==> config.mk <==
export PLATFORM = sky130hd
export DESIGN_NAME = ftdi_chn_sched_flat
export DESIGN_NICKNAME = d
export VERILOG_FILES = /design/src/rtl/ftdi_chn_sched_if.sv /design/src/rtl/ftdi_chn_sched.sv /design/src/flat_wrapper.sv
export SDC_FILE = /design/constraint.sdc
export NUM_CORES = 1
export LEC_CHECK = 0
export BUFFER_PORTS_ARGS = -buffer_cell sky130_fd_sc_hd__buf_2
export CORE_UTILIZATION = 51
export DETAILED_ROUTE_END_ITERATION = 7
export PLACE_DENSITY = 0.9
export SYNTH_ARGS = -nofsm -noshare
export SYNTH_HDL_FRONTEND = slang
export SYNTH_SLANG_ARGS = --single-unit
==> constraint.sdc <==
create_clock -name clk -period 2.2 [get_ports clk]
set_input_delay 0.11 -clock clk [delete_from_list [all_inputs] [get_ports clk]]
set_output_delay 0.11 -clock clk [all_outputs]
set_load 0.02 [all_outputs]
==> src/rtl/ftdi_chn_sched_if.sv <==
// ftdi_chn_sched_if: grant handshake between the channel scheduler and the master FIFO FSM
interface ftdi_chn_sched_if #(
    parameter int CNT_CHANNLS = 4,
    parameter int QUOTA_W     = 8
);
    localparam int CW = $clog2(CNT_CHANNLS);
    logic               gnt_vld;
    logic [CW-1:0]      gnt_chn;
    logic               gnt_dir;
    logic               gnt_stop;
    logic [QUOTA_W-1:0] beat_cnt;
    logic               busy;
    logic               beat;
    logic               xfer_end;
    modport master (input gnt_vld, gnt_chn, gnt_dir, gnt_stop, beat_cnt, busy, output beat, xfer_end);
    modport slave (output gnt_vld, gnt_chn, gnt_dir, gnt_stop, beat_cnt, busy, input beat, xfer_end);
endinterface

==> src/rtl/ftdi_chn_sched.sv <==
// ftdi_chn_sched: round-robin channel/direction scheduler with per-grant beat quota for the FT60x bus
module ftdi_chn_sched #(
    parameter int CNT_CHANNLS        = 4,
    parameter int CNT_CODE_NUM_CHNLS = $clog2(CNT_CHANNLS),
    parameter int QUOTA_W            = 8
) (
    input  logic                   clk,
    input  logic                   rst,
    input  logic                   mltcn,
    input  logic                   st_vld,
    input  logic [CNT_CHANNLS-1:0] st_rxf_n,
    input  logic [CNT_CHANNLS-1:0] st_txe_n,
    input  logic [CNT_CHANNLS-1:0] mst_rd_en,
    input  logic [CNT_CHANNLS-1:0] mst_wr_en,
    input  logic [CNT_CHANNLS-1:0] ibuf_afull,
    input  logic [CNT_CHANNLS-1:0] ibuf_nempt,
    input  logic                   stren,
    input  logic [QUOTA_W-1:0]     quota,
    ftdi_chn_sched_if.slave        gif
);
    typedef enum logic [1:0] {IDLE, ARB, GRANT, DRAIN} state_t;
    state_t                        state;
    logic [CNT_CODE_NUM_CHNLS-1:0] ptr, win_ch, idx;
    logic [CNT_CHANNLS-1:0]        dir_last, snap_rxf_n, snap_txe_n, mask, rd_el, wr_el, el;
    logic                          win, win_dir, reach;
    logic [QUOTA_W:0]              cnt_nxt, target;

    assign mask    = mltcn ? '1 : CNT_CHANNLS'(1);
    assign rd_el   = mst_rd_en & ~snap_rxf_n & ~ibuf_afull & mask;
    assign wr_el   = mst_wr_en & ~snap_txe_n & (ibuf_nempt | {CNT_CHANNLS{stren}}) & mask;
    assign el      = rd_el | wr_el;
    assign win_dir = (rd_el[win_ch] & wr_el[win_ch]) ? ~dir_last[win_ch] : wr_el[win_ch];
    assign cnt_nxt = {1'b0, gif.beat_cnt} + 1'b1;
    assign target  = (quota == '0) ? {1'b1, {QUOTA_W{1'b0}}} : {1'b0, quota};
    assign reach   = gif.beat & (cnt_nxt == target);
    assign gif.busy = state != IDLE;

    // first eligible channel after ptr; descending scan so the nearest one is assigned last
    always_comb begin
        win    = 1'b0;
        win_ch = '0;
        idx    = '0;
        for (int k = CNT_CHANNLS; k >= 1; k--) begin
            idx = CNT_CODE_NUM_CHNLS'((int'(ptr) + k) % CNT_CHANNLS);
            if (el[idx]) begin
                win    = 1'b1;
                win_ch = idx;
            end
        end
    end

    // scheduler FSM: snapshot, one-cycle arbitration, grant with quota, drain of late beats
    always_ff @(posedge clk) begin
        if (rst) begin
            state        <= IDLE;
            ptr          <= CNT_CODE_NUM_CHNLS'(CNT_CHANNLS - 1);
            dir_last     <= '0;
            snap_rxf_n   <= '1;
            snap_txe_n   <= '1;
            gif.gnt_vld  <= 1'b0;
            gif.gnt_chn  <= '0;
            gif.gnt_dir  <= 1'b0;
            gif.gnt_stop <= 1'b0;
            gif.beat_cnt <= '0;
        end else begin
            gif.gnt_stop <= 1'b0;
            case (state)
                IDLE: begin
                    if (st_vld) begin
                        snap_rxf_n <= st_rxf_n;
                        snap_txe_n <= st_txe_n;
                        state      <= ARB;
                    end
                end
                ARB: begin
                    state <= win ? GRANT : IDLE;
                    if (win) begin
                        gif.gnt_vld      <= 1'b1;
                        gif.gnt_chn      <= win_ch;
                        gif.gnt_dir      <= win_dir;
                        gif.beat_cnt     <= '0;
                        ptr              <= win_ch;
                        dir_last[win_ch] <= win_dir;
                    end
                end
                GRANT, DRAIN: begin
                    if (gif.beat && !(&gif.beat_cnt))
                        gif.beat_cnt <= gif.beat_cnt + 1'b1;
                    if (gif.xfer_end) begin
                        state       <= IDLE;
                        gif.gnt_vld <= 1'b0;
                    end else if (state == GRANT && reach) begin
                        state        <= DRAIN;
                        gif.gnt_stop <= 1'b1;
                    end
                end
                default: state <= IDLE;
            endcase
        end
    end
endmodule
==> src/flat_wrapper.sv <==
// flat-port wrapper written by rule: the top's interface ports become plain ports
module ftdi_chn_sched_flat 
#(
    parameter int CNT_CHANNLS        = 4,
    parameter int CNT_CODE_NUM_CHNLS = $clog2(CNT_CHANNLS),
    parameter int QUOTA_W            = 8
)
  (clk, rst, mltcn, st_vld, st_rxf_n, st_txe_n, mst_rd_en, mst_wr_en, ibuf_afull, ibuf_nempt, stren, quota, gif_gnt_vld, gif_gnt_chn, gif_gnt_dir, gif_gnt_stop, gif_beat_cnt, gif_busy, gif_beat, gif_xfer_end);
  ftdi_chn_sched_if #(.CNT_CHANNLS(CNT_CHANNLS), .QUOTA_W(QUOTA_W)) gif_i ();
  input  logic clk;
  input  logic rst;
  input  logic mltcn;
  input  logic st_vld;
  input  logic [CNT_CHANNLS-1:0] st_rxf_n;
  input  logic [CNT_CHANNLS-1:0] st_txe_n;
  input  logic [CNT_CHANNLS-1:0] mst_rd_en;
  input  logic [CNT_CHANNLS-1:0] mst_wr_en;
  input  logic [CNT_CHANNLS-1:0] ibuf_afull;
  input  logic [CNT_CHANNLS-1:0] ibuf_nempt;
  input  logic stren;
  input  logic [QUOTA_W-1:0] quota;
  output wire logic [$bits(gif_i.gnt_vld)-1:0] gif_gnt_vld;
  output wire logic [$bits(gif_i.gnt_chn)-1:0] gif_gnt_chn;
  output wire logic [$bits(gif_i.gnt_dir)-1:0] gif_gnt_dir;
  output wire logic [$bits(gif_i.gnt_stop)-1:0] gif_gnt_stop;
  output wire logic [$bits(gif_i.beat_cnt)-1:0] gif_beat_cnt;
  output wire logic [$bits(gif_i.busy)-1:0] gif_busy;
  input wire logic [$bits(gif_i.beat)-1:0] gif_beat;
  input wire logic [$bits(gif_i.xfer_end)-1:0] gif_xfer_end;
  assign gif_gnt_vld = gif_i.gnt_vld;
  assign gif_gnt_chn = gif_i.gnt_chn;
  assign gif_gnt_dir = gif_i.gnt_dir;
  assign gif_gnt_stop = gif_i.gnt_stop;
  assign gif_beat_cnt = gif_i.beat_cnt;
  assign gif_busy = gif_i.busy;
  assign gif_i.beat = gif_beat;
  assign gif_i.xfer_end = gif_xfer_end;
  ftdi_chn_sched #(.CNT_CHANNLS(CNT_CHANNLS), .CNT_CODE_NUM_CHNLS(CNT_CODE_NUM_CHNLS), .QUOTA_W(QUOTA_W)) u_core (.clk(clk), .rst(rst), .mltcn(mltcn), .st_vld(st_vld), .st_rxf_n(st_rxf_n), .st_txe_n(st_txe_n), .mst_rd_en(mst_rd_en), .mst_wr_en(mst_wr_en), .ibuf_afull(ibuf_afull), .ibuf_nempt(ibuf_nempt), .stren(stren), .quota(quota), .gif(gif_i));
endmodule
==> flow_summary_export.csv <==
group,metric,value,unit
global_route,grt_pass1_wl,6580,microns
clocking,cts_inserted_buffers,5,
layout,drive_above_1_share,30.4,%
status,status,"completed",
yosys,ys.flop_type,"dfxtp_1",
sta,setup_viol_count_final,0,
routing,num_vias,1762,
power,power.total,1.06,mW
sta,slew_headroom,57.7,%
floorplan,dieArea,3640,sq um
power,vdd_drop_max,0.438,mV
clocking,clock_path_buffers,2,
power,powerDensity,487,nW/um^2
yosys,ys_warn_count,0,
sta,fmax,0.476,GHz
yosys,syn-num-nets,244,
layout,antenna_cells,0,
yosys,synth_area,1740,sq um
sta,worstMarginPinSlew,0.629,ns
layout,multiInputGateArea,1110,sq um
place,io_buffer_count,52,
place,hpwlAfterDp,3200,microns
min_path,hold_depth,3,
critical_path,required,2.44,ns
clocking,cts-root-buf,"clkbuf_4",
clocking,clock_latency,0.32,ns
sta,post-route-period-util,95.5,%
yosys,ys_types,49,
clocking,cts.sinks,29,
layout,regArea,581,sq um
routing,route.detailed.drc,0,
sta,timing.final.crit_period,2.10,ns
routing,dr.pass1.iters,4,
floorplan,rows,20,
floorplan,fp.coreArea,3150,sq um
sta,rsz0062_at_grt,"false",
sta,final-max-slew-violation-count,0,
yosys,avgSynthCellArea,8.51,sq um
sta,hold_viol_final,0,
yosys,synth-seq-cells,29,
routing,viasPerCell,5.61,
sta,tns,0,ns
critical_path,cpPeakStageDelay,0.51,ns
global_route,first_global_vias,1585,
critical_path,startpoint_type,"flip-flop",
yosys,synth_edf_count,0,
floorplan,die_h,60.4,microns
critical_path,end_kind,"flip-flop",
critical_path,crit_slowest_cell,"or4_1",
clocking,cts_htree_levels,2,
floorplan,ios,53,
yosys,syn_inst,204,
global_route,grt-ovfl-total,0,
routing,drtAntennaViolNets,0,
yosys,ys_seq_area_share,33.4,%
routing,wl_per_cell,13.7,microns
layout,final_cell_area,2190,sq um
sta,finClkSkew,0.00537,ns
clocking,cts_tree,"built",
routing,drtIter0Drc,49,
layout,area_growth,25.9,%
critical_path,crit_buf_inv,0,
place,placed_area,2070,sq um
global_route,grt_max_degree,30,
routing,wl,4300,microns
layout,nNetsFinal,310,
layout,final_util,69.3,%
power,p_leak,0.923,nW
global_route,grt_antenna_before_repair,0,
yosys,async_flop_share,0,%
critical_path,critPathMaxFanout,6,
floorplan,die_x,60.4,microns
critical_path,reg2reg_depth,7,
min_path,hp-class,"in2reg",
run,maxCapViolCount,0,
clocking,path_clk_slew,0.09,ns
place,place.gp.congestion,0.838,
global_route,gr-usage-all-layers,24.4,%
floorplan,initial_core_util,55.1,%
critical_path,cp_cell_sequence,"ha_2 > and2_1 > nand4_1 > xnor2_1 > nand2_1 > or4_1 > nor3_1",
layout,nFillCells,277,
critical_path,path_depth,7,
critical_path,path_class,"reg2reg",
critical_path,path_delay_family,"simple AND/OR/NAND/NOR gates",
critical_path,critPathArrivalTime,2.34,ns
==> stage by stage <==
| stage | hold slack [ns] | instances | setup WS (ns) |
|---|---|---|---|
| floorplan | 0.208 | 204 | 0.204 |
| global placement | 0.306 | 301 | 0.143 |
| detailed placement | 0.317 | 301 | 0.0840 |
| CTS | 0.00346 | 314 | 0.0562 |
| global route | 0.00565 | 314 | 0.0145 |
| finish | 0.00930 | 314 | 0.0998 |
==> logic make-up (layout without fill, tap and decap cells) <==
| family | Yosys count | after routing | share of synthesized area (%) |
|---|---|---|---|
| compound gates | 54 | 54 | 24.8 |
| mux | 2 | 2 | 1.15 |
| buf+inv | 9 | 75 | 2.52 |
| fa+ha+maj | 1 | 1 | 0.720 |
| flops | 29 | 29 | 33.4 |
| simple gates | 94 | 94 | 29.8 |
| xor+xnor | 15 | 15 | 7.56 |
==> Yosys cell counts, types with 2 or more instances <==
| library cell | count | share of area (%) |
|---|---|---|
| nor2b_1 | 4 | 1.4 |
| and4bb_1 | 2 | 1.4 |
| nor4_1 | 5 | 1.8 |
| nand3_1 | 6 | 1.7 |
| nand3b_1 | 9 | 3.9 |
| xor2_1 | 4 | 2.0 |
| o31ai_1 | 3 | 1.3 |
| o211ai_1 | 4 | 1.7 |
| o2111ai_1 | 2 | 1.0 |
| xnor2_1 | 11 | 5.5 |
| nor2_1 | 20 | 4.3 |
| dfxtp_1 | 29 | 33 |
| inv_1 | 4 | 0.86 |
| o21ai_0 | 6 | 1.7 |
| or4_1 | 2 | 0.86 |
| or3_1 | 2 | 0.72 |
| nand2_1 | 25 | 5.4 |
| clkbuf_1 | 4 | 0.86 |
| and2_1 | 4 | 1.4 |
| o31a_1 | 2 | 1.0 |
| a21oi_1 | 14 | 4.0 |
| nor3_1 | 3 | 0.86 |
| o21bai_1 | 5 | 2.2 |
| a211oi_1 | 6 | 2.6 |
| mux2i_1 | 2 | 1.2 |
| nand4_1 | 3 | 1.1 |
==> layout by cell type (no fill, tap or decap), drive strengths merged, types with 3 or more instances in the layout <==
| cell type | n |
|---|---|
| buf | 58 |
| dfxtp | 29 |
| nand2 | 25 |
| nor2 | 21 |
| a21oi | 15 |
| xnor2 | 11 |
| nand3b | 9 |
| a211oi | 7 |
| o21ai | 7 |
| clkbuf | 7 |
| nand3 | 6 |
| dlygate4sd3 | 6 |
| o21bai | 6 |
| nor4 | 5 |
| inv | 4 |
| and2 | 4 |
| nor2b | 4 |
| o211ai | 4 |
| xor2 | 4 |
| nand4 | 3 |
| o31ai | 3 |
| nor3 | 3 |
| or4 | 3 |
| or3 | 3 |
==> layout make-up <==
cell class	instances	share of cell area [%]
inverters	4	0.687
well taps	44	2.52
multi-input cells	166	51.0
flip-flops and latches	29	26.6
clock buffers	7	2.52
repair buffers	64	16.7
==> sequential cells by signal, indices dropped and copies added, names as in the netlist <==
name	cells
u_core.gif.gnt_vld	1
u_core.gif.gnt_chn	2
u_core.ptr	2
u_core.gif.beat_cnt	8
u_core.gif.gnt_dir	1
u_core.state	2
u_core.snap_txe_n	4
u_core.dir_last	4
u_core.snap_rxf_n	4
u_core.gif.gnt_stop	1
==> per-layer routing <==
metal	vias up	track usage (%)	share of wire, %
li1	882	-	-
met1	806	27.6	43
met2	64	42.7	50
met3	10	5.76	5.4
met4	0	12.0	2.0
met5	-	0	0
==> worst paths after layout <==
path,end,slack (ns),startpoint
setup / recovery,u_core.gif.gnt_stop$_SDFF_PP0_,0.1,u_core.gif.beat_cnt[0]$_SDFFE_PP0P_
hold / removal,u_core.snap_rxf_n[0]$_SDFFE_PP1P_,0.009,st_rxf_n[0]
setup reg to reg,u_core.gif.gnt_stop$_SDFF_PP0_,0.1,u_core.gif.beat_cnt[0]$_SDFFE_PP0P_
hold reg to reg,u_core.gif.gnt_chn[1]$_SDFFE_PP0P_,0.46,u_core.gif.gnt_chn[1]$_SDFFE_PP0P_
==> worst reg2reg max path: stages, from the launching register on <==
cell     delay, ns
dfxtp_1       0.45
ha_2          0.27
and2_1        0.17
nand4_1       0.19
xnor2_1       0.22
nand2_1       0.08
or4_1         0.51
nor3_1        0.13
==> where the power goes <==
group / internal [mW] / switching (mW) / total, mW
sequential: 0.541 / 0.0131 / 0.554
clock: 0.151 / 0.172 / 0.322
combinational: 0.0898 / 0.0989 / 0.189
total: 0.781 / 0.284 / 1.06
==> timing repair <==
item | in CTS | in global routing
setup buffers | 0 | 0
gates resized for setup | 0 | 1
setup endpoints to repair | 0 | 1
endpoints found under the hold margin | 6 | 0
hold buffers | 6 | 0
(Power assumes the default switching activity.)
